<file path="config.mk">
export PLATFORM = sky130hd
export DESIGN_NAME = fcvt_iter
export DESIGN_NICKNAME = d
export VERILOG_FILES = /design/src/rtl/fcvt_pkg.sv /design/src/rtl/fcvt_lzc32.sv /design/src/rtl/fcvt_iter.sv
export SDC_FILE = /design/constraint.sdc
export NUM_CORES = 1
export LEC_CHECK = 0
export CAP_MARGIN = 25
export CORE_MARGIN = 4
export CORE_UTILIZATION = 32
export DETAILED_ROUTE_END_ITERATION = 8
export MAX_ROUTING_LAYER = met4
export PLACE_DENSITY = 0.54
export SKIP_CTS_REPAIR_TIMING = 1
export SLEW_MARGIN = 0
export SYNTH_ARGS = -nofsm -noshare
export SYNTH_HDL_FRONTEND = slang
export SYNTH_SLANG_ARGS = --single-unit
</file>
<file path="constraint.sdc">
create_clock -name clk_i -period 3 [get_ports clk_i]
set_input_delay 0.6 -clock clk_i [delete_from_list [all_inputs] [get_ports clk_i]]
set_output_delay 0.6 -clock clk_i [all_outputs]
set_load 0.03 [all_outputs]
</file>
<file path="src/rtl/fcvt_pkg.sv">
// Shared types and constants for the iterative float<->int32 converter.
package fcvt_pkg;

  typedef enum logic [1:0] {
    S_IDLE,
    S_SHIFT,
    S_ROUND,
    S_DONE
  } state_e;

  // Operand classes whose result is forced in ROUND instead of taken from the shifter
  typedef enum logic [2:0] {
    SP_NONE,
    SP_ZERO,
    SP_ZERO_NX,
    SP_ZERO_NV,
    SP_MAX_NV,
    SP_MIN_NV,
    SP_MIN
  } special_e;

  typedef struct packed {
    logic [31:0] res;
    logic [1:0]  flags;
  } conv_out_t;

  localparam logic [7:0]  BIAS           = 8'd127;
  localparam logic [7:0]  EXP_INT2F_BASE = 8'd158;
  localparam logic [7:0]  EXP_F2I_ALIGN  = BIAS + 8'd23;
  localparam logic [7:0]  EXP_S_OVF      = BIAS + 8'd31;
  localparam logic [7:0]  EXP_U_OVF      = BIAS + 8'd32;

  localparam logic [31:0] SAT_SMAX = 32'h7FFF_FFFF;
  localparam logic [31:0] SAT_SMIN = 32'h8000_0000;
  localparam logic [31:0] SAT_UMAX = 32'hFFFF_FFFF;

  localparam logic        CONV_F2I = 1'b0;
  localparam logic        CONV_I2F = 1'b1;

  localparam logic [1:0]  FLAG_NV = 2'b10;
  localparam logic [1:0]  FLAG_NX = 2'b01;

  function automatic conv_out_t special_out(input special_e sp, input logic sgn);
    conv_out_t o;
    o.res   = '0;
    o.flags = 2'b00;
    case (sp)
      SP_ZERO_NX: o.flags = FLAG_NX;
      SP_ZERO_NV: o.flags = FLAG_NV;
      SP_MAX_NV: begin
        o.res   = sgn ? SAT_SMAX : SAT_UMAX;
        o.flags = FLAG_NV;
      end
      SP_MIN_NV: begin
        o.res   = SAT_SMIN;
        o.flags = FLAG_NV;
      end
      SP_MIN:    o.res = SAT_SMIN;
      default:   ;
    endcase
    return o;
  endfunction

endpackage

</file>
<file path="src/rtl/fcvt_lzc32.sv">
// Combinational 32-bit leading-zero counter; an all-zero input reports 31.
module fcvt_lzc32 (
  input  logic [31:0] val_i,
  output logic [4:0]  cnt_o
);

  always_comb begin
    cnt_o = 5'd31;
    for (int unsigned i = 0; i < 32; i++) begin
      if (val_i[i]) cnt_o = 5'(31 - i);
    end
  end

endmodule

</file>
<file path="src/rtl/fcvt_iter.sv">
// Multi-cycle float<->int32 converter: RTZ for float->int, RNE for int->float,
// one bit of alignment/normalisation shift per cycle.
module fcvt_iter
  import fcvt_pkg::*;
(
  input  logic        clk_i,
  input  logic        rst_i,
  input  logic        valid_i,
  output logic        ready_o,
  input  logic [31:0] a_i,
  input  logic        op_signed_i,
  input  logic        conv_type_i,
  output logic        valid_o,
  input  logic        ready_i,
  output logic [31:0] result_o,
  output logic [1:0]  flags_o
);

  state_e      state_q, state_d;
  special_e    spec_q, spec_d;
  logic [31:0] work_q, work_d;
  logic        sticky_q, sticky_d;
  logic [4:0]  cnt_q, cnt_d;
  logic        conv_q, conv_d;
  logic        sgn_q, sgn_d;
  logic        neg_q, neg_d;
  logic        left_q, left_d;
  logic [7:0]  exp_q, exp_d;
  logic [31:0] result_q, result_d;
  logic [1:0]  flags_q, flags_d;

  logic        accept;
  logic        i2f_neg;
  logic [31:0] i2f_mag;
  logic [4:0]  lzc_n;

  special_e    dec_spec;
  logic [31:0] dec_work;
  logic [4:0]  dec_cnt;
  logic        dec_left;
  logic        dec_neg;
  logic [7:0]  dec_exp;
  logic [7:0]  fexp;
  logic [22:0] ffrac;
  logic        fneg;

  logic        rnd_guard, rnd_sticky, rnd_up;
  logic [23:0] rnd_mant;
  logic [7:0]  rnd_exp;
  logic [31:0] f2i_res, i2f_res;
  conv_out_t   spec_res;

  assign accept  = valid_i & ready_o;
  assign i2f_neg = op_signed_i & a_i[31];
  assign i2f_mag = i2f_neg ? ('0 - a_i) : a_i;

  fcvt_lzc32 u_lzc (
    .val_i (i2f_mag),
    .cnt_o (lzc_n)
  );

  // Operand classification and shift setup, consumed only on the accept edge
  always_comb begin
    fexp     = a_i[30:23];
    ffrac    = a_i[22:0];
    fneg     = a_i[31];
    dec_spec = SP_NONE;
    dec_work = {8'b0, 1'b1, ffrac};
    dec_cnt  = '0;
    dec_left = 1'b0;
    dec_neg  = fneg;
    dec_exp  = '0;
    if (conv_type_i == CONV_F2I) begin
      if (fexp == 8'hFF) begin
        if (ffrac != '0)       dec_spec = SP_MAX_NV;
        else if (!fneg)        dec_spec = SP_MAX_NV;
        else if (op_signed_i)  dec_spec = SP_MIN_NV;
        else                   dec_spec = SP_ZERO_NV;
      end else if (fexp < BIAS) begin
        dec_spec = (fexp == '0 && ffrac == '0) ? SP_ZERO : SP_ZERO_NX;
      end else if (fneg && !op_signed_i) begin
        dec_spec = SP_ZERO_NV;
      end else if (op_signed_i && fexp >= EXP_S_OVF) begin
        if (!fneg)                                 dec_spec = SP_MAX_NV;
        else if (fexp == EXP_S_OVF && ffrac == '0) dec_spec = SP_MIN;
        else                                       dec_spec = SP_MIN_NV;
      end else if (!op_signed_i && fexp >= EXP_U_OVF) begin
        dec_spec = SP_MAX_NV;
      end else if (fexp <= EXP_F2I_ALIGN) begin
        dec_cnt = 5'(EXP_F2I_ALIGN - fexp);
      end else begin
        dec_left = 1'b1;
        dec_cnt  = 5'(fexp - EXP_F2I_ALIGN);
      end
    end else begin
      dec_neg  = i2f_neg;
      dec_work = i2f_mag;
      dec_left = 1'b1;
      if (a_i == '0) begin
        dec_spec = SP_ZERO;
      end else begin
        dec_cnt = lzc_n;
        dec_exp = EXP_INT2F_BASE - {3'b000, lzc_n};
      end
    end
  end

  always_comb begin
    rnd_guard  = work_q[7];
    rnd_sticky = |work_q[6:0];
    rnd_up     = rnd_guard & (rnd_sticky | work_q[8]);
    // A carry out of the 23-bit mantissa leaves its low bits zero, so only the exponent needs bumping
    rnd_mant   = {1'b0, work_q[30:8]} + {23'b0, rnd_up};
    rnd_exp    = rnd_mant[23] ? exp_q + 8'd1 : exp_q;
    i2f_res    = {neg_q, rnd_exp, rnd_mant[22:0]};
    f2i_res    = (sgn_q & neg_q) ? ('0 - work_q) : work_q;
    spec_res   = special_out(spec_q, sgn_q);
  end

  always_comb begin
    work_d   = work_q;
    sticky_d = sticky_q;
    cnt_d    = cnt_q;
    conv_d   = conv_q;
    sgn_d    = sgn_q;
    neg_d    = neg_q;
    left_d   = left_q;
    exp_d    = exp_q;
    spec_d   = spec_q;
    result_d = result_q;
    flags_d  = flags_q;
    case (state_q)
      S_IDLE: begin
        if (accept) begin
          work_d   = dec_work;
          sticky_d = 1'b0;
          cnt_d    = dec_cnt;
          conv_d   = conv_type_i;
          sgn_d    = op_signed_i;
          neg_d    = dec_neg;
          left_d   = dec_left;
          exp_d    = dec_exp;
          spec_d   = dec_spec;
        end
      end
      S_SHIFT: begin
        if (cnt_q != '0) begin
          cnt_d = cnt_q - 5'd1;
          if (left_q) begin
            work_d = {work_q[30:0], 1'b0};
          end else begin
            work_d   = {1'b0, work_q[31:1]};
            sticky_d = sticky_q | work_q[0];
          end
        end
      end
      S_ROUND: begin
        if (spec_q != SP_NONE) begin
          result_d = spec_res.res;
          flags_d  = spec_res.flags;
        end else if (conv_q == CONV_F2I) begin
          result_d = f2i_res;
          flags_d  = {1'b0, sticky_q};
        end else begin
          result_d = i2f_res;
          flags_d  = {1'b0, rnd_guard | rnd_sticky};
        end
      end
      default: ;
    endcase
  end

  always_ff @(posedge clk_i or posedge rst_i) begin
    if (rst_i) begin
      state_q <= S_IDLE;
    end else begin
      state_q <= state_d;
    end
  end

  always_ff @(posedge clk_i or posedge rst_i) begin
    if (rst_i) begin
      work_q   <= '0;
      sticky_q <= 1'b0;
      cnt_q    <= '0;
      conv_q   <= 1'b0;
      sgn_q    <= 1'b0;
      neg_q    <= 1'b0;
      left_q   <= 1'b0;
      exp_q    <= '0;
      spec_q   <= SP_NONE;
      result_q <= '0;
      flags_q  <= '0;
    end else begin
      work_q   <= work_d;
      sticky_q <= sticky_d;
      cnt_q    <= cnt_d;
      conv_q   <= conv_d;
      sgn_q    <= sgn_d;
      neg_q    <= neg_d;
      left_q   <= left_d;
      exp_q    <= exp_d;
      spec_q   <= spec_d;
      result_q <= result_d;
      flags_q  <= flags_d;
    end
  end

  always_comb begin
    state_d = state_q;
    case (state_q)
      S_IDLE:  if (accept) state_d = S_SHIFT;
      S_SHIFT: if (cnt_q == '0) state_d = S_ROUND;
      S_ROUND: state_d = S_DONE;
      S_DONE:  if (ready_i) state_d = S_IDLE;
      default: state_d = S_IDLE;
    endcase
  end

  always_comb begin
    ready_o = (state_q == S_IDLE) & ~rst_i;
    valid_o = (state_q == S_DONE);
  end

  assign result_o = result_q;
  assign flags_o  = flags_q;

endmodule

</file>
Yosys cells after proc, flatten, opt, wreduce, memory -nomap -nowiden
Index checks and enable logic that the tools add are counted.
{ "classes": {"n_mux": 88, "order_cmp": 4, "bitwise": 9, "reduce_logical": 22, "n_addsub": 8, "n_eq_ne": 15} }
{ "ops": {"columns": ["operator", "count"], "rows": [
  ["2-to-1 mux 32 bit", 9],
  ["2-to-1 mux 5 bit", 26],
  ["one-hot mux 32 bit (2 select lines)", 2],
  ["subtractor 1 x 32 -> 32 bit, first input constant", 2],
  ["2-to-1 mux 3 bit", 13],
  ["logical NOT 32 bit", 1],
  ["2-to-1 mux 4 bit", 8],
  ["adder 23 x 1 -> 24 bit", 1],
  ["2-to-1 mux 8 bit", 3],
  ["logical NOT 23 bit", 1],
  ["nonzero test 23 bit", 1],
  ["2-to-1 mux 2 bit", 9],
  ["equality test 8 bit, second input constant", 2],
  [">= comparator 8 bit, second input constant", 2],
  ["2-to-1 mux 1 bit", 14],
  ["one-hot mux 5 bit (2 select lines)", 1],
  ["equality test 3 bit, second input constant", 3],
  ["adder 8 x 1 -> 8 bit, second input constant", 1],
  ["<= comparator 8 bit, second input constant", 1],
  ["logical NOT 8 bit", 1],
  ["< comparator 8 x 7 -> 1 bit, second input constant", 1],
  ["!= test 2 bit, second input constant", 4],
  ["one-hot mux 2 bit (4 select lines)", 1],
  ["subtractor 8 x 5 -> 8 bit, first input constant", 1],
  ["25 further kinds", 38]
]} }
{ "word_totals": {"out_inout_bits": 36, "register_bits": 89, "word_cells": 158, "input_bits": 38} }

Longest topological paths before layout
Gate-level depths: netlist (run 1).
{ "logic_depth": {"depth_word": 37, "mapped_depth": 16, "mapped_depth_nobuf": 15} }

Modules after synthesis
From an unflattened synthesis (run 1), not the netlist that was laid out.
{ "hier_totals": {"hier_cells": 1031, "hier_area_um2": 8052.7} }
{ "modules_own_cells": {"columns": ["module", "area_per_inst_um2", "cells_each", "n_inst"], "rows": [
  ["fcvt_iter", 7708.6, 970, 1],
  ["fcvt_lzc32", 344.1, 61, 1]
]} }

Least setup slack after synthesis (run 1)
OpenSTA, ideal clock, no wires.
{ "synth_timing": {"path_type": "input to register", "startpoint": "input a_i[1]", "endpoint": "register exp_q[4]", "t_arrival_ns": 3.304, "path_slack_ns": -0.434, "n_path_buf": 0, "setup_ns": 0.130, "stages": 14, "required_time_ns": 2.870, "cell_sequence": "inv_1 -> ha_1 -> or4b_4 -> nor4_4 -> mux2_2 -> a32oi_1 -> o21bai_1 -> o211ai_1 -> a2bb2oi_1 -> a31oi_1 -> ha_1 -> nand3_1 -> xnor2_1 -> o21ai_0"} }
{ "synth_via": {"elab_chain_cells": 36, "elab_cells_between_ends": 37, "classes_between": "add/sub: 2; mux: 34; reduce/logical: 1"} }
{ "synth_rtl": {"columns": ["element", "line_no", "text"], "rows": [
  ["from (decl)", "fcvt_iter.sv:10", "input logic [31:0] a_i,"],
  ["subtractor 1 x 32 -> 32 bit", "fcvt_iter.sv:55", "assign i2f_mag = i2f_neg ? ('0 - a_i) : a_i;"],
  ["2-to-1 mux 32 bit", "fcvt_iter.sv:55", null],
  ["2-to-1 mux 1 bit", "fcvt_lzc32.sv:10", "if (val_i[i]) cnt_o = 5'(31 - i);"],
  ["2-to-1 mux 2 bit (2 in series)", "fcvt_lzc32.sv:10", null],
  ["2-to-1 mux 3 bit (4 in series)", "fcvt_lzc32.sv:10", null],
  ["2-to-1 mux 4 bit (8 in series)", "fcvt_lzc32.sv:10", null],
  ["2-to-1 mux 5 bit (16 in series)", "fcvt_lzc32.sv:10", null],
  ["subtractor 8 x 5 -> 8 bit", "fcvt_iter.sv:103", "dec_exp = EXP_INT2F_BASE - {3'b000, lzc_n};"],
  ["2-to-1 mux 8 bit (*)", "fcvt_iter.sv:99", "if (a_i == '0) begin"],
  ["2-to-1 mux 8 bit (*)", "fcvt_iter.sv:73", "if (conv_type_i == CONV_F2I) begin"],
  ["to (signal assigned)", "fcvt_iter.sv:202", "exp_q <= exp_d;"],
  ["to (decl)", "fcvt_iter.sv:28", "logic [7:0] exp_q, exp_d;"]
]} }
Every way passes the cells marked *; elsewhere a longest branch is shown, timed or not.
A chain may end at the register's enable or synchronous reset.

Worst setup path after layout (run 1)
{ "layout_timing": {"startpoint": "input a_i[13]", "endpoint": "register exp_q[3]"} }
{ "layout_via": {"elab_chain_cells": 24, "elab_cells_between_ends": 25, "classes_between": "add/sub: 2; mux: 22; reduce/logical: 1"} }
{ "layout_rtl": {"columns": ["element", "line_no"], "rows": [
  ["subtractor 1 x 32 -> 32 bit", "fcvt_iter.sv:55"],
  ["2-to-1 mux 32 bit", "fcvt_iter.sv:55"],
  ["2-to-1 mux 4 bit (3 in series)", "fcvt_lzc32.sv:10"],
  ["2-to-1 mux 5 bit (16 in series)", "fcvt_lzc32.sv:10"],
  ["subtractor 8 x 5 -> 8 bit", "fcvt_iter.sv:103"],
  ["2-to-1 mux 8 bit (*)", "fcvt_iter.sv:99"],
  ["2-to-1 mux 8 bit (*)", "fcvt_iter.sv:73"]
]} }
Marks and branches as above.

==> results of run 1 <==
[Yosys cell counts (all sizes together), types with 9 or more instances]
cell,instances
nand3,25
dfrtp,89
o31ai,14
ha,17
xor2,37
o21ai,109
nand2,150
inv,62
o211ai,18
a31oi,11
a21oi,73
nand2b,9
o22ai,29
mux2i,24
xnor2,60
nor4,27
nor2,122
nor3,27
buf,24
nand4,23
clkbuf,88
or3,12
mux2,18
[per-stage QoR]
step | setup TNS (ns) | instance area (um^2) | hold slack [ns] | total power [mW] | cells
3_3_place_gp | -13.85 | 11400 | 0.481 | 7.48 | 1739
5_1_grt | -4.26 | 12400 | 0.519 | 9.65 | 1778
2_1_floorplan | -2.19 | 8910 | 0.467 | 5.81 | 1199
4_1_cts | -7.77 | 11700 | 0.503 | 8.75 | 1755
3_5_place_dp | -14.87 | 11400 | 0.488 | 7.55 | 1739
6_report | -2.26 | 12400 | 0.497 | 8.86 | 1778
[sequential cells by signal, summed over array words and instances (netlist names), 2 cells and up]
| register | count |
|---|---|
| work_q | 32 |
| state_q | 2 |
| result_o | 32 |
| exp_q | 8 |
| cnt_q | 5 |
| flags_o | 2 |
| spec_q | 3 |
[cells in the final DEF (no fill, tap or decap), types with 5 or more instances in the layout]
| master | synthesis | routed |
|---|---|---|
| o21ai_0 | 106 | 97 |
| a211oi_1 | 6 | 5 |
| o21ai_1 | 2 | 10 |
| a21oi_1 | 73 | 69 |
| and3_1 | 7 | 7 |
| nor3_1 | 22 | 20 |
| nor4_1 | 23 | 14 |
| or4_4 | 1 | 6 |
| nor2b_1 | 7 | 5 |
| mux2_2 | 18 | 17 |
| or3_1 | 12 | 9 |
| nor3_4 | 2 | 5 |
| nor4_2 | 2 | 6 |
| nand4_1 | 23 | 23 |
| ha_1 | 17 | 13 |
| nand2_2 | 0 | 6 |
| clkdlybuf4s50_1 | 0 | 46 |
| buf_4 | 0 | 244 |
| inv_1 | 62 | 57 |
| clkbuf_2 | 2 | 7 |
| nor4_4 | 2 | 7 |
| dfrtp_1 | 89 | 88 |
| clkbuf_16 | 0 | 9 |
| and2_1 | 7 | 7 |
| nor2_1 | 121 | 120 |
| o211ai_1 | 18 | 18 |
| a31oi_1 | 10 | 9 |
| dlymetal6s2s_1 | 0 | 19 |
| nand2b_1 | 9 | 8 |
| o31ai_1 | 14 | 11 |
| o22ai_1 | 29 | 28 |
| a21o_1 | 5 | 5 |
| a22oi_1 | 5 | 5 |
| xnor2_1 | 60 | 58 |
| xor2_1 | 36 | 35 |
| nand3_1 | 23 | 18 |
| buf_6 | 2 | 14 |
| mux2i_1 | 24 | 24 |
| nand2_1 | 150 | 142 |
[metal layers]
| layer | routed length (um) | track usage (%) |
|---|---|---|
| met4 | 543 | 4.69 |
| met1 | 14300 | 27.2 |
| met5 | 0 | - |
| met3 | 1100 | 1.85 |
| met2 | 12700 | 28.7 |
[final cells by class]
| cell class | instances | area share, % |
|---|---|---|
| Inverter | 63 | 1.91 |
| Tap cell | 341 | 3.44 |
| Multi-Input combinational cell | 935 | 51.6 |
| Timing Repair Buffer | 334 | 22.6 |
| Clock buffer | 9 | 1.81 |
| Clock inverter | 7 | 0.625 |
| Sequential cell | 89 | 17.9 |
[report_power, final]
part / switching [mW] / total, mW / internal [mW] / leakage, nW
clock network: 0.520 / 1.17 / 0.655 / 0.147
logic: 3.10 / 5.42 / 2.33 / 4.02
registers: 0.528 / 2.26 / 1.74 / 1.12
[worst max-delay path: stages]
cell      delay [ns]
buf_6           0.09
buf_6           0.11
nor4_4          0.26
buf_4           0.16
nand2_2         0.05
or4_4           0.54
o41ai_4         0.41
xor2_2          0.22
and4b_2         0.29
a21boi_4        0.20
and4bb_1        0.25
buf_4           0.12
xor2_1          0.13
o21ai_1         0.08
[kinds of logic (layout without fill, tap and decap cells)]
logic type / after synthesis / count (layout) / synth area share [%]
and+or+nand+nor: 451 / 451 / 25.8
AOI/OAI and AO/OA: 328 / 328 / 23.7
buffers and inverters: 175 / 413 / 7.86
xor gates and xnor gates: 97 / 97 / 9.77
DFF: 89 / 89 / 25.4
muxes: 42 / 42 / 5.05
adders and majority gates: 17 / 17 / 2.43
[worst paths after layout]
path                                 to  cells after the start  slack [ns]        from
max                            exp_q[3]                     14       -0.28     a_i[13]
min                            sticky_q                      2        0.50    sticky_q
max reg2reg                result_o[24]                     12        0.22  work_q[13]
min reg2reg                    sticky_q                      2        0.50    sticky_q
max in group asynchronous    work_q[16]                      3        1.57       rst_i
min in group asynchronous    state_q[0]                      2        0.63       rst_i
==> impl_results.md, run 1 <==
- P&R area growth vs syn: 41.6%
- Clock Tree Buf Depth: 2
- Ant. Diodes: 0
- Status: finished, violations left
- Die Ht: 174 um
- Yosys cell types: a little under 90
- Dominant cell type by area after synthesis: dfrtp_1
- CTS H-tree depth: 3
- Startpoint Class: input port
- Post-Syn Area per Cell: 7.32 um^2
- Initial Utilization: around 33%
- Antenna violations before repair: 0
- Setup WS pre-CTS: -1.06 ns
- Leakage power: 5.29 nW
- Worst Setup Path Type: input port to flop
- Synth Warn #: 0
- Total global-route track usage: 18.9%
- Iter 0 DRT Violations: about 670
- Horiz. Die Dim: 174 um
- First-pass GRT wire length: 46.5 mm
- Num ports: 74
- Multi-input gate area: 6410 um^2
- Post-Route WL: 28.6 mm
- Critical-path maximum fanout: 4
- Post-route minimum period: approximately 3.3 ns
- Drt first pass iters: 5
- Final hold vios: 0
- Final core utilization: a little under half
- Hpwl dp: around 22 mm
- Async S/R FF share, synth: 100%
- Clock skew: 0.0146 ns
- Element type at the critical path end: flop
- Placement Rows: 60
- Period utilization: 109%
- Clock transition at the registers of the reported paths: approximately 0.06 ns
- Post-synth EDFFs: 0
- FF+latch area: approximately 2200 um^2
- PD cells: about 710 nW/um^2
- RSZ-0062 raised after global routing: yes
- #FFs+latches synth: slightly below 90
- Root buffer cell: clkbuf_16
- Slew Limit Fails: 0
- Core area: approximately 27000 um^2
- Via/cell ratio: roughly 5.2
- Layout cells sized above 1: between 20% and 30%
- CTS tree: built
- Max Fclk: roughly 310 MHz
- Post-Syn Instances: 1199
- Drt drc: 0
- Hold crit path type: flop to flop
- Violated checks: negative setup slack
- Total CTS buffers: 9
- Least-Margin Pin Slew: just over 0.8 ns
- Sequential element share of the synthesized area: 25.4%
- Clock Sinks: approximately 90
- Largest net degree at the start of global routing: 65
- Per-cell routed wire length: roughly 16 um
- Area contributors post-synth: dfrtp_1 (25%), nand2_1 (6.4%), o21ai_0 (6.0%)
- Fillers: ~2700
- Post-Syn Area: 8770 um^2
- IO Port Bufs: 73
- Crit path DAT: 3.52 ns
- Congestion Overflow GR: 0
- Max transition margin: 44.7%
- Clk_lat worst skew: between 0.3 and 0.4 ns
- Share of Yosys cell area claimed by the top area cell type: approximately a quarter
- Max VDD drop: around 0.00031 V
- Vias in the first global route: 8806
- Vias: approximately 9300
- Die Area: 30100 um^2
- Final nets: about 1500
- Syn Nets: between 1000 and 1500
- PnR worst setup slack: -0.278 ns
- Setup violators final: 13
- Number of max-cap violations: 0
- Routability Congestion: around 0.91
- Post-synth top flop: dfrtp_1
- ANT nets after route: 0
- CP required: ~3.2 ns
Note: power is estimated with default switching activity, not from simulation.
==> inputs of run 2 (changes only) <==
--- a/config.mk
+++ b/config.mk
@@ -6,11 +6,13 @@
 export NUM_CORES = 1
 export LEC_CHECK = 0
 export CAP_MARGIN = 25
+export CELL_PAD_IN_SITES_DETAIL_PLACEMENT = 1
+export CELL_PAD_IN_SITES_GLOBAL_PLACEMENT = 2
 export CORE_MARGIN = 4
-export CORE_UTILIZATION = 32
+export CORE_UTILIZATION = 31
 export DETAILED_ROUTE_END_ITERATION = 8
 export MAX_ROUTING_LAYER = met4
-export PLACE_DENSITY = 0.54
+export PLACE_DENSITY = 0.8
 export SKIP_CTS_REPAIR_TIMING = 1
 export SLEW_MARGIN = 0
 export SYNTH_ARGS = -nofsm -noshare
==> run 2 against run 1 <==
The run still ends with negative setup slack left. Sequential power is 4% higher. Clock power hardly changed. First-iteration DRC count is 16% lower. Largest power group unchanged.
==> impl_results.md, run 2 (synthesis results as in run 1) <==
- Post-Route WL: 31.5 mm (+10%)
- Worst Setup Path Type: input port to flop
- Core area: 27900 um^2 (+3.4%)
- Number of max-cap violations: 0 (unchanged)
- Slew Limit Fails: 0 (unchanged)
- Via/cell ratio: 5.29 (+1.4%)
- FF+latch area: 2230 um^2 (about the same)
- Reg2reg path depth: 12 (unchanged)
- Clock Tree Buf Depth: 2 (unchanged)
- Violated checks: negative setup slack
- Fillers: 3416 (+26%)
- PnR worst setup slack: -0.290 ns (-0.0115 ns)
- Max transition margin: 41.8% (-2.8 points)
- Hpwl dp: 24.7 mm (+11%)
- Cell Area, Placed: 11300 um^2 (-0.73%)
- Antenna violations before repair: 0 (unchanged)
- Least-Margin Pin Slew: 0.872 ns (+0.0427 ns)
- Congestion Overflow GR: 0 (unchanged)
- CTS H-tree depth: 3 (unchanged)
- Setup WS pre-CTS: -1.08 ns (-0.0222 ns)
- Reg2reg setup slack: 0.24 ns (+0.02 ns)
- ANT nets after route: 0 (unchanged)
- Total global-route track usage: 20.4% (+1.4 points)
- Element type at the critical path end: flop
- Most frequent cells in the layout: buf_4 (226), nand2_1 (145), nor2_1 (120), o21ai_0 (99), dfrtp_1 (87)
- P&R area growth vs syn: 39.3%
- Num ports: 74 (unchanged)
- Commonest non-fill, non-tap cell in the layout: buf_4
- Iter 0 DRT Violations: 568 (-16%)
- Status: finished, violations left
- Hold depth: 2 (unchanged)
- Max VDD drop: 0.000295 V (-3.9%)
- Final hold vios: 0 (unchanged)
- Critical-path maximum fanout: 5 (+1)
- RSZ-0062 raised after global routing: yes
- Horiz. Die Dim: 176 um (+1.5%)
- Final core utilization: 43.9% (-2.2 points)
- Final instance area: 12200 um^2 (-1.6%)
- Hold crit path type: flop to flop
- Die Area: 31000 um^2 (+3.1%)
- Placement Rows: 61 (+1.7%)
- First-pass GRT wire length: 50.8 mm (+9.3%)
- Clock skew: 0.0131 ns (-0.00144 ns)
- Crit Reg-Reg Endpoint: result_o[26]
- Leakage power: 5.17 nW (-2.2%)
- Layout cells sized above 1: 26.7% (-1.5 points)
- Final nets: 1463 (-1.6%)
- Crit path DAT: 3.53 ns (about the same)
- Vias in the first global route: 9540 (+8.3%)
- Multi-input gate area: 6340 um^2 (-1.0%)
- Drt drc: 0 (unchanged)
- Total CTS buffers: 9 (unchanged)
- Hold Startpoint: sticky_q
- CP required: 3.24 ns (about the same)
- Drt first pass iters: 5 (unchanged)
- Total Power: 9.02 mW (+1.7%)
- Clk_lat worst skew: 0.35 ns (about the same)
- Vias: 9467 (+2.2%)
- CTS tree: built
- Max Fclk: 304 MHz (-0.35%)
- Clock transition at the registers of the reported paths: 0.07 ns (about the same)
- Period utilization: 110% (+0.38 points)
- Routability Congestion: 0.915 (+0.57%)
- Initial Utilization: 31.5% (-1.1 points)
- Die Ht: 176 um (+1.5%)
- Worst r2r src: work_q[1]
- Clock Sinks: 89 (unchanged)
- Post-route minimum period: 3.29 ns (+0.0115 ns)
- Largest net degree at the start of global routing: 65 (unchanged)
- Root buffer cell: clkbuf_16
- Ant. Diodes: 0 (unchanged)
- Startpoint Class: input port
- Setup violators final: 13 (unchanged)
- Per-cell routed wire length: 17.6 um (+9.4%)
- WHS: 0.500 ns (+0.00293 ns)
- PD cells: 738 nW/um^2 (+3.4%)
- IO Port Bufs: 73 (unchanged)
- Hold path endpoint: sticky_q
run 2: cell types whose count changed in the layout (fill, tap and decap cells not counted), sizes merged:
cell	previous run	this run
dlymetal6s2s	19	21
clkbuf	16	13
buf	262	240
clkinvlp	1	2
clkdlybuf4s50	46	45
clkinv	4	2
inv	64	65
run 2: final cells by class:
type,count,area share (%)
clock buffers,9,1.84
clock inverters,7,0.625
inverters,63,2.01
multi-input cells,935,51.9
flip-flops and latches,89,18.2
well taps,378,3.87
repair buffers,310,21.5
run 2: stage by stage:
stage               TNS, ns  cells
floorplan             -2.19   1199
global placement     -12.87   1757
detailed placement   -14.50   1757
CTS                   -7.89   1773
global route          -3.66   1791
finish                -2.16   1791
run 2: worst max path at each step:
stage	from	end	slack [ns]	cells after the start
floorplan	a_i[11]	exp_q[7]	-0.28	11
global placement	a_i[3]	exp_q[4]	-0.98	15
detailed placement	a_i[1]	exp_q[4]	-1.08	15
CTS	a_i[1]	exp_q[4]	-0.72	15
global route	a_i[1]	cnt_q[2]	-0.42	14
finish	a_i[1]	cnt_q[2]	-0.29	14
run 2: metal layers:
layer	global-route usage, %	part of all wire [%]	vias up
li1	-	-	4663
met1	28.4	49	4593
met2	32.0	46	171
met3	1.76	3.0	40
met4	5.52	2.3	0
met5	-	0	-
run 2: report_power, final:
group	total [mW]	leakage, nW	internal (mW)	switching (mW)
Combinational	5.48	3.91	2.36	3.13
Sequential	2.36	1.12	1.74	0.626
Clock	1.17	0.143	0.654	0.516
run 2: worst max-delay path, cell delays in order:
cell      delay, ns
buf_8          0.10
inv_6          0.05
ha_4           0.15
or4b_4         0.51
nor4_4         0.32
mux2_4         0.34
a32oi_4        0.27
a311oi_2       0.09
o211ai_1       0.30
a21boi_4       0.10
buf_6          0.14
a221oi_2       0.25
a31oi_1        0.08
o22a_1         0.22
==> inputs of run 3 (changes only) <==
--- a/config.mk
+++ b/config.mk
@@ -9,12 +9,13 @@
 export CELL_PAD_IN_SITES_DETAIL_PLACEMENT = 1
 export CELL_PAD_IN_SITES_GLOBAL_PLACEMENT = 2
 export CORE_MARGIN = 4
-export CORE_UTILIZATION = 31
+export CORE_UTILIZATION = 32
 export DETAILED_ROUTE_END_ITERATION = 8
 export MAX_ROUTING_LAYER = met4
-export PLACE_DENSITY = 0.8
+export PLACE_DENSITY = 0.82
 export SKIP_CTS_REPAIR_TIMING = 1
 export SLEW_MARGIN = 0
 export SYNTH_ARGS = -nofsm -noshare
 export SYNTH_HDL_FRONTEND = slang
+export SYNTH_HIERARCHICAL = 1
 export SYNTH_SLANG_ARGS = --single-unit
==> run 3 against run 2 <==
The run still ends with negative setup slack left. Cell count down 13%. Core utilization is 2.3 points higher. Combinational power increased by 2%. Synthesized area is 8.2% lower. Worst hold slack worse by 0.021 ns. Sequential power increased by 6%. Non-clock buffer count is 44 lower. Critical endpoint is now exp_q[3]. Largest cell class unchanged.
==> impl_results.md, run 3 <==
- Sequential element share of the synthesized area: 27.7% (+2.3 points)
- Initial Utilization: 32.8% (+1.3 points)
- Total CTS buffers: 9 (unchanged)
- Clock skew: 0.0101 ns (-0.00307 ns)
- Max VDD drop: 0.000401 V (+36%)
- Sw Pwr: 4.52 mW (+5.9%)
- PnR worst setup slack: -0.199 ns (+0.0912 ns)
- Multi-input gate area: 6000 um^2 (-5.5%)
- Layout cells sized above 1: 28.6% (+2.0 points)
- P&R area growth vs syn: 40.7%
- CP max-delay cell: or3_1
- Placement Rows: 57 (-6.6%)
- #FFs+latches synth: 89 (unchanged)
- Largest net degree at the start of global routing: 51 (-22%)
- Die Area: 27800 um^2 (-11%)
- Least-Margin Pin Slew: 0.650 ns (-0.222 ns)
- CTS H-tree depth: 3 (unchanged)
- Clock Sinks: 89 (unchanged)
- Fillers: 2926 (-14%)
- Hpwl dp: 23.4 mm (-5.1%)
- Reg2reg setup slack: 0.34 ns (+0.10 ns)
- Clock transition at the registers of the reported paths: 0.07 ns (about the same)
- Post-Syn Instances: 1031 (-14%)
- Root buffer cell: clkbuf_16
- Yosys cell types: 79 (-11%)
- Slew Limit Fails: 0 (unchanged)
- Period utilization: 107% (-3.0 points)
- Commonest non-fill, non-tap cell in the layout: buf_4
- Total Power: 9.35 mW (+3.7%)
- Drt drc: 0 (unchanged)
- Crit path DAT: 3.46 ns (-0.07 ns)
- CP required: 3.26 ns (+0.02 ns)
- Startpoint Class: input port
- Antenna violations before repair: 0 (unchanged)
- ANT nets after route: 0 (unchanged)
- CTS tree: built
- Async S/R FF share, synth: 100% (unchanged)
- Flop pwr share: 26.7% (+0.5 points)
- Synth Warn #: 6 (+6)
- Post-synth EDFFs: 0 (unchanged)
- Post-Syn Area: 8050 um^2 (-8.2%)
- First-pass GRT wire length: 47.4 mm (-6.7%)
- IO Port Bufs: 73 (unchanged)
- Post-route minimum period: 3.20 ns (-0.0912 ns)
- Dominant cell type by area after synthesis: dfrtp_1
- Worst Setup Path Type: input port to flop
- Synth top cells by count: nand2_1 (103), nor2_1 (90), dfrtp_1 (89), a21oi_1 (80), o21ai_0 (74)
- Congestion Overflow GR: 0 (unchanged)
- Ant. Diodes: 0 (unchanged)
- Final instance area: 11300 um^2 (-7.3%)
- Crit-path cells: buf_6 > buf_6 > nor4_4 > buf_4 > nand4b_1 > nor3_2 > nor2_1 > xor2_1 > or3_1 > a221o_1 > a21oi_2 > o221ai_4 > and3_4 > xor2_1 > o31ai_1
- Clock Tree Buf Depth: 2 (unchanged)
- Clk pwr share: 13.6% (+0.6 points)
- Most frequent cells in the layout: buf_4 (181), nand2_1 (100), dfrtp_1 (89), nor2_1 (81), a21oi_1 (76)
- Num ports: 74 (unchanged)
- Final core utilization: 46.2% (+2.3 points)
- Most common cell in the netlist: nand2_1
- Max Fclk: 313 MHz (+2.9%)
- Vias in the first global route: 8623 (-9.6%)
- Leakage power: 4.74 nW (-8.3%)
- Violated checks: negative setup slack
- Combinational Power Share: 59.7% (-1.1 points)
- Setup violators final: 7 (-6)
- Via/cell ratio: 5.55 (+5.0%)
- Final hold vios: 0 (unchanged)
- Per-cell routed wire length: 20.1 um (+14%)
- Critical-path maximum fanout: 4 (-1)
- PD cells: 825 nW/um^2 (+12%)
- Hold crit path type: flop to flop
- Setup TNS: -0.729 ns (+1.44 ns)
- Die Ht: 167 um (-5.4%)
- Vias: 8618 (-9.0%)
- Drt first pass iters: 5 (unchanged)
- Syn Nets: 1086 (-13%)
- Cell Area, Placed: 10300 um^2 (-9.0%)
- Clk_lat worst skew: 0.36 ns (about the same)
- Total global-route track usage: 21.4% (+1.1 points)
- Worst path max stage delay: 0.34 ns (-0.17 ns)
- Status: finished, violations left
- Max transition margin: 56.5% (+15 points)
- Horiz. Die Dim: 167 um (-5.4%)
- Element type at the critical path end: flop
- RSZ-0062 raised after global routing: yes
- Switching Fraction: 48.3% (+1.0 points)
- Post-synth top flop: dfrtp_1
- FF+latch area: 2230 um^2 (-0.11%)
- Number of max-cap violations: 0 (unchanged)
- Post-Syn Area per Cell: 7.81 um^2 (+6.8%)
- Cell-internal power: 4.83 mW (+1.7%)
- Final nets: 1279 (-13%)
- Crit path buffers/inverters: 3 (unchanged)
- Iter 0 DRT Violations: 506 (-11%)
- Area contributors post-synth: dfrtp_1 (28%), xor2_1 (6.5%), a21oi_1 (5.0%)
- Core area: 24500 um^2 (-12%)
- Post-Route WL: 31.1 mm (-1.3%)
- Share of Yosys cell area claimed by the top area cell type: 27.7% (+2.3 points)
- Delay-heaviest family, CP: simple AND/OR/NAND/NOR gates
- Routability Congestion: 0.879 (-4.0%)
-- run 3: changes by cell type after synthesis, sizes merged, moves of 23 or more --
cell / previous run / this run
o22ai: 29 / 2
clkbuf: 88 / 62
nand2: 150 / 103
xor2: 37 / 60
inv: 62 / 27
nor2: 122 / 91
o21ai: 109 / 77
-- run 3: cell families after synthesis --
kind of cell / synth area share, %
adder cells (fa/ha/maj): 2.64
buffers and inverters: 5.61
flip-flops: 27.7
AND/OR/NAND/NOR: 23.9
multiplexers: 5.50
XOR/XNOR: 11.4
AO/OA/AOI/OAI: 23.2
-- run 3: stage by stage --
step                      hold slack (ns)  cells  worst slack (ns)
after global placement              0.461   1512            -0.804
after floorplan                     0.464   1031            -0.141
after global routing                0.499   1553            -0.330
after detailed placement            0.468   1512            -0.924
final                               0.479   1553            -0.199
after CTS                           0.484   1528            -0.534
-- run 3: layer usage --
metal,share of wire (%),vias up,routed length (um),track usage [%]
li1,-,4092,-,-
met5,0,-,0,-
met4,2.5,0,786,5.34
met2,47,215,14600,34.3
met1,47,4256,14600,29.7
met3,3.8,55,1190,1.59
-- run 3: layout make-up --
class / count / share of cell area (%)
Tap cell: 324 / 3.58
Clock inverter: 7 / 0.917
Timing Repair Buffer: 266 / 20.0
Multi-Input combinational cell: 831 / 52.9
Clock buffer: 9 / 1.99
Inverter: 27 / 0.928
Sequential cell: 89 / 19.7
-- run 3: power by group through the flow --
stage / Combinational (mW) / Clock (mW) / Sequential, mW
after floorplan: 3.49 / 0 / 2.43
after global placement: 5.30 / 0 / 2.47
after detailed placement: 5.43 / 0 / 2.50
after CTS: 5.46 / 1.29 / 2.48
after global routing: 6.10 / 1.34 / 2.58
final: 5.58 / 1.28 / 2.49
-- run 3: path summary, 6_finish.rpt --
check / start / end / depth (start not counted)
setup / recovery: a_i[4] / exp_q[3] / 15
hold / removal: result_o[24] / result_o[24] / 1
setup reg to reg: work_q[4] / result_o[29] / 7
hold reg to reg: result_o[24] / result_o[24] / 1
max in group asynchronous: rst_i / work_q[8] / 3
min in group asynchronous: rst_i / state_q[0] / 2
